[src/rtl/serial_subtractor.sv]
`default_nettype none
// ============================================================================
// Module   : serial_subtractor
// Brief    : Bit-serial unsigned subtractor, diff = a - b, LSB first, one bit
//            per clock through a single borrow flip-flop.
// Revision : 1.0 - initial release
// ============================================================================
module serial_subtractor #(
  parameter int WIDTH = 8
) (
  input  logic             clk,
  input  logic             rst_n,
  input  logic             start,
  input  logic [WIDTH-1:0] a,
  input  logic [WIDTH-1:0] b,
  output logic             busy,
  output logic             done,
  output logic [WIDTH-1:0] diff,
  output logic             bout
);

  localparam int CW = $clog2(WIDTH) + 1;

  localparam logic [0:0] S_IDLE = 1'b0;
  localparam logic [0:0] S_RUN  = 1'b1;

  logic [0:0]       state_q, state_d;
  logic [WIDTH-1:0] sa_q, sa_d;
  logic [WIDTH-1:0] sb_q, sb_d;
  logic [WIDTH-1:0] res_q, res_d;
  logic [CW-1:0]    cnt_q, cnt_d;
  logic             borrow_q, borrow_d;
  logic             busy_q, busy_d;
  logic             done_q, done_d;
  logic [WIDTH-1:0] diff_q, diff_d;
  logic             bout_q, bout_d;

  logic             w_x, w_y, w_d, w_br_next, w_last;
  logic [WIDTH-1:0] w_res_shift;

  // Full-subtractor cell on the current LSB pair
  assign w_x         = sa_q[0];
  assign w_y         = sb_q[0];
  assign w_d         = w_x ^ w_y ^ borrow_q;
  assign w_br_next   = (~w_x & w_y) | (~(w_x ^ w_y) & borrow_q);
  assign w_res_shift = {w_d, res_q[WIDTH-1:1]};
  assign w_last      = (cnt_q == CW'(WIDTH - 1));

  always_ff @(posedge clk or negedge rst_n) begin
    if (!rst_n) begin
      state_q  <= S_IDLE;
      sa_q     <= '0;
      sb_q     <= '0;
      res_q    <= '0;
      cnt_q    <= '0;
      borrow_q <= 1'b0;
      busy_q   <= 1'b0;
      done_q   <= 1'b0;
      diff_q   <= '0;
      bout_q   <= 1'b0;
    end else begin
      state_q  <= state_d;
      sa_q     <= sa_d;
      sb_q     <= sb_d;
      res_q    <= res_d;
      cnt_q    <= cnt_d;
      borrow_q <= borrow_d;
      busy_q   <= busy_d;
      done_q   <= done_d;
      diff_q   <= diff_d;
      bout_q   <= bout_d;
    end
  end

  always_comb begin
    state_d  = state_q;
    sa_d     = sa_q;
    sb_d     = sb_q;
    res_d    = res_q;
    cnt_d    = cnt_q;
    borrow_d = borrow_q;
    busy_d   = busy_q;
    done_d   = 1'b0;
    diff_d   = diff_q;
    bout_d   = bout_q;
    case (state_q)
      S_IDLE: begin
        if (start) begin
          sa_d     = a;
          sb_d     = b;
          borrow_d = 1'b0;
          cnt_d    = '0;
          busy_d   = 1'b1;
          state_d  = S_RUN;
        end
      end
      S_RUN: begin
        sa_d     = sa_q >> 1;
        sb_d     = sb_q >> 1;
        res_d    = w_res_shift;
        borrow_d = w_br_next;
        cnt_d    = cnt_q + CW'(1);
        if (w_last) begin
          diff_d  = w_res_shift;
          bout_d  = w_br_next;
          done_d  = 1'b1;
          busy_d  = 1'b0;
          state_d = S_IDLE;
        end
      end
      default: begin
        state_d = S_IDLE;
        busy_d  = 1'b0;
      end
    endcase
  end

  always_comb begin
    busy = busy_q;
    done = done_q;
    diff = diff_q;
    bout = bout_q;
  end

endmodule
`default_nettype wire

[config.mk]
export PLATFORM = sky130hd
export DESIGN_NAME = serial_subtractor
export DESIGN_NICKNAME = d
export VERILOG_FILES = /design/src/rtl/serial_subtractor.sv
export SDC_FILE = /design/constraint.sdc
export NUM_CORES = 1
export LEC_CHECK = 0
export BUFFER_PORTS_ARGS = -buffer_cell sky130_fd_sc_hd__buf_2
export CAP_MARGIN = 0
export CORE_MARGIN = 1.5
export CORE_UTILIZATION = 30
export CTS_BUF_LIST = sky130_fd_sc_hd__clkbuf_4 sky130_fd_sc_hd__clkbuf_8
export DETAILED_ROUTE_END_ITERATION = 12
export MAX_ROUTING_LAYER = met4
export PLACE_DENSITY = 0.49
export SYNTH_ARGS = -nofsm -noshare
export SYNTH_HDL_FRONTEND = slang
export SYNTH_SLANG_ARGS = --single-unit
[constraint.sdc]
create_clock -name clk -period 1.9 [get_ports clk]
set_input_delay 0 -clock clk [delete_from_list [all_inputs] [get_ports clk]]
set_output_delay 0 -clock clk [all_outputs]
set_load 0.02 [all_outputs]
==> Word level (Yosys, flattened, before mapping) <==
Index checks and enable logic that the tools add are counted.
{ "op_classes": {"n_eq_ne": 3, "bitwise": 8, "add_sub_neg": 1, "mux": 16, "n_reduce_logical": 2} }
{ "op_table": {"columns": ["op", "count"], "rows": [
  ["$pmux W8 S2", 2],
  ["$mux W8", 2],
  ["$pmux W4 S2", 1],
  ["$mux W1", 7],
  ["$pmux W1 S2", 3],
  ["$add A4 B1 Y4 const B", 1],
  ["$eq A4 B3 Y1 const B", 1],
  ["$mux W4", 1],
  ["$reduce_and A2 Y1", 2],
  ["$not A1 Y1", 3],
  ["$and A1 B1 Y1", 2],
  ["$ne A2 B1 Y1 const B", 1],
  ["$ne A2 B2 Y1 const B", 1],
  ["$xor A1 B1 Y1", 2],
  ["$or A1 B1 Y1", 1]
]} }
{ "word_totals": {"output_inout_bits": 11, "ff_bits": 41, "input_bits": 19, "word_cells": 40} }

==> Depth between registers and ports, before layout <==
{ "depth": {"depth_word": 5, "ltp_mapped": 5, "mapped_depth_nobuf": 4} }

==> Least setup slack after synthesis <==
OpenSTA, ideal clock, no wires.
{ "synth_timing": {"path_kind": "register -> register", "startpoint": "reg cnt_q[0]", "endpoint": "reg diff_q[0], in the netlist diff[0]", "setup_time_ns": 0.125, "synth_period_minus_slack_ns": 1.355, "setup_slack_ns": 0.545, "n_path_buf": 1, "path_stages_with_launch": 5, "t_arrival_ns": 1.230, "t_required_ns": 1.775, "path_cell_list": "dfrtp_1 ha_1 nand4b_1 buf_4 mux2_4"} }
{ "synth_via": {"elab_chain_cells": 2} }
{ "synth_rtl": {"columns": ["element", "line", "text"], "rows": [
  ["from (decl)", "31", "logic [CW-1:0] cnt_q, cnt_d;"],
  ["from (signal assigned)", "66", "cnt_q <= cnt_d;"],
  ["$eq A4 B3 Y1", "47", "assign w_last = (cnt_q == CW'(WIDTH - 1));"],
  ["$reduce_and A2 Y1 (no source line)", null, null],
  ["to (signal assigned)", "70", "diff_q <= diff_d;"],
  ["to (decl)", "35", "logic [WIDTH-1:0] diff_q, diff_d;"]
]} }
No other way between the ends.
A chain may end at the register's enable or synchronous reset.

==> Final worst setup path <==
{ "layout_timing": {"startpoint": "reg cnt_q[0]", "endpoint": "reg diff_q[3], in the netlist diff[3]"} }
The elaborated chain is that of the path after synthesis.

==> results.txt <==
Required time of the critical path = 2.08 ns
Num rows = 27
Residual DRC count = 0
IO Count = 30
Setup crit end kind = register
Complex-gate fraction of the synthesized area = 6.95%
Pin count of the biggest net entering global routing = 42
Crit Reg-Reg Endpoint = diff[3]
Hold WC Path Type = primary input to register
Skew-Pair Late Insertion Delay = 0.29 ns
Drt pass-1 iters = 2
Avg Cell Area, Syn = 12.4 µm²
Syn Inst Count = 136
Die Width = 78.1 µm
Slew Limit Headroom = 40.6%
Crit path max-delay family = flip-flops
CORE AREA = 5470 µm²
XOR/XNOR Fraction of Synth Area = 1.04%
Hold Crit Depth = 3
Synthesized cell area = 1690 µm²
WHS Endpoint = sa_q[1]
Main combinational cell family by area after synthesis = multiplexers
Layout area overhead = 22.3%
H-Tree Depth = 2
Run status = finished clean
Pleak = 0.00103 µW
Crit Path Class = register to register
Initial DRC Count = 48
Period utilization = 75.7%
Vias in the first global route = 1272
Clock sinks = 40
Distinct cells, synth = 20
Reg-to-reg setup timing slack = 0.46 ns
Reg2reg start = cnt_q[0]
CTS clock-pin slew for the worst setup and hold paths = 0.07 ns
Synth warn = 0
Avg WL per Cell = 12.7 µm
Cell Pwr Density = 1530 nW/µm²
Share of layout cells above drive strength 1 = 31.4%
Hold_sp = a[1]
CTS tree = done
Sum Neg Setup Slack = 0 ns
Seq/Total Area, Yosys = 59.2%
Max Freq = 0.695 GHz
Synthesized flop and latch total = 40
Placer Congestion = 0.678
Clk_skew = 0.00624 ns
Initial antenna violation count = 0
Buffers on Ports = 29
Simple-gate area share of the yosys netlist = 6.43%
Arrival time worst endpoint = 1.62 ns
Hold Fails Final Rpt = 0
DR vias = 1114
Via/cell ratio = 4.51
Setup violations, final = 0
HPWL after DPL = 2070 µm
ANT cells = 0
Gr ovfl total = 0
Die area = 6100 µm²
Die height = 78.1 µm
Cts bufs inserted = 5
Maxcap violations = 0
WHS = 0.00419 ns
First-pass GRT wire length = 5630 µm
Root buffer cell = clkbuf_8
Routed WL = 3130 µm
CP Launch Type = register
Synthesized Nets = 157
RSZ-0062 raised after global routing = false
Max Root-Sink Buffers = 2
Peak supply drop = 0.000610 V
Slowest CP cell = dfrtp_1
Min Tclk post-route = 1.44 ns
Starting density of the core = 30.9%
Critical Path Fanout Max = 11
Setup repair bufs after CTS = 0
CP peak stage delay = 0.41 ns
Slew @ Worst Pin = 0.890 ns
Cell Chain, Critical Path = ha_1 > nand4b_1 > buf_4 > mux2_2
R2r worst-path depth = 4
Slew Viols, Final = 0
Buf+Inv Stages, Crit Path = 1
# nets final = 195
Adder-Cell Fraction of Synth Area = 1.92%
Mux contribution to synthesized area = 21.0%
GRT Total Usage = 12.1%
Final ANT Viol Nets = 0
Resized cells post-CTS = 0
Final core utilization = 37.8%
## layout by cell type (no fill, tap or decap), drive strengths merged, types with 2 or more instances in the layout
cell type     n
nor2          6
mux2         15
dfrtp        40
nand3         2
inv           5
dlygate4sd3   7
mux2i        16
buf          31
clkbuf        8
nand2        18
o21ai        19
## cells by family (layout without fill, tap and decap cells)
kind of cell | Yosys count | in the layout
AND/OR/NAND/NOR | 27 | 27
buffers and inverters | 12 | 51
multiplexers | 31 | 31
adder cells (fa/ha/maj) | 2 | 2
AO/OA/AOI/OAI | 22 | 22
XOR/XNOR | 2 | 2
flip-flops | 40 | 40
## cell type report
| class | instances | area [µm²] |
|---|---|---|
| well taps | 72 | 90.1 |
| clock buffers | 8 | 97.6 |
| flip-flops and latches | 40 | 1000 |
| inverters | 5 | 18.8 |
| multi-input cells | 84 | 632 |
| fillers | 580 | 3400 |
| repair buffers | 38 | 230 |
## sequential cells by signal, indices dropped and copies added (netlist names)
| register | cells |
|---|---|
| borrow_q | 1 |
| bout | 1 |
| busy | 1 |
| cnt_q | 4 |
| diff | 8 |
| done | 1 |
| res_q | 7 |
| sa_q | 8 |
| sb_q | 8 |
| state_q | 1 |
## per-stage QoR
step | setup WS [ns] | power (µW) | area (µm²) | instances
floorplan | 0.545 | 2260 | 1690 | 136
global placement | 0.500 | 2530 | 1900 | 232
detailed placement | 0.467 | 2590 | 1900 | 232
CTS | 0.457 | 3220 | 2070 | 247
global route | 0.401 | 3430 | 2070 | 247
finish | 0.462 | 3160 | 2070 | 247
## worst reg2reg max path, delay by kind of cell (launching register included)
kind          cells  cell delay [ns]
flops             1             0.41
mux               1             0.35
fa+ha+maj         1             0.25
buf+inv           1             0.22
simple gates      1             0.10
## synthesized netlist by cell type
master	count	share of area [%]
nand3_1	2	0.59
nor2_1	6	1.3
buf_4	3	1.3
o21ai_0	19	5.6
ha_1	1	0.74
nand4b_1	1	0.52
xor2_1	1	0.52
a21oi_1	1	0.30
a22o_1	1	0.52
fa_1	1	1.2
nand2_1	18	4.0
inv_1	5	1.1
buf_2	2	0.59
a31o_2	1	0.52
xnor2_1	1	0.52
mux2_2	8	5.3
mux2i_1	16	9.5
mux2_4	7	6.2
clkbuf_1	2	0.44
dfrtp_1	40	59
## layer usage
metal  track usage [%]  share of wire [%]  vias up
met1              14.4                 47      546
met3              3.49                4.6        6
met2              19.7                 47       29
met5                 -                  0        -
li1                  -                  -      533
met4              4.29                1.4        0
## how the worst max path moves through the flow
| stage | slack (ns) | startpoint | cells past startpoint | endpoint |
|---|---|---|---|---|
| 5_1_grt | 0.40 | cnt_q[0] | 4 | diff[3] |
| 3_3_place_gp | 0.50 | cnt_q[0] | 4 | diff[3] |
| 3_5_place_dp | 0.47 | cnt_q[0] | 4 | diff[3] |
| 2_1_floorplan | 0.55 | cnt_q[0] | 4 | diff[0] |
| 4_1_cts | 0.46 | cnt_q[0] | 4 | diff[3] |
| 6_report | 0.46 | cnt_q[0] | 4 | diff[3] |
## where the power goes
group | internal (µW) | switching, µW | leakage [µW]
sequential | 1210 | 222 | 0.000508
combinational | 563 | 568 | 0.000467
clock | 325 | 278 | 0.0000523
## timing repair
action,CTS,global route
endpoints found under the hold margin,46,0
hold buffers,7,0
setup endpoints to repair,0,0
(Power assumes the default switching activity.)
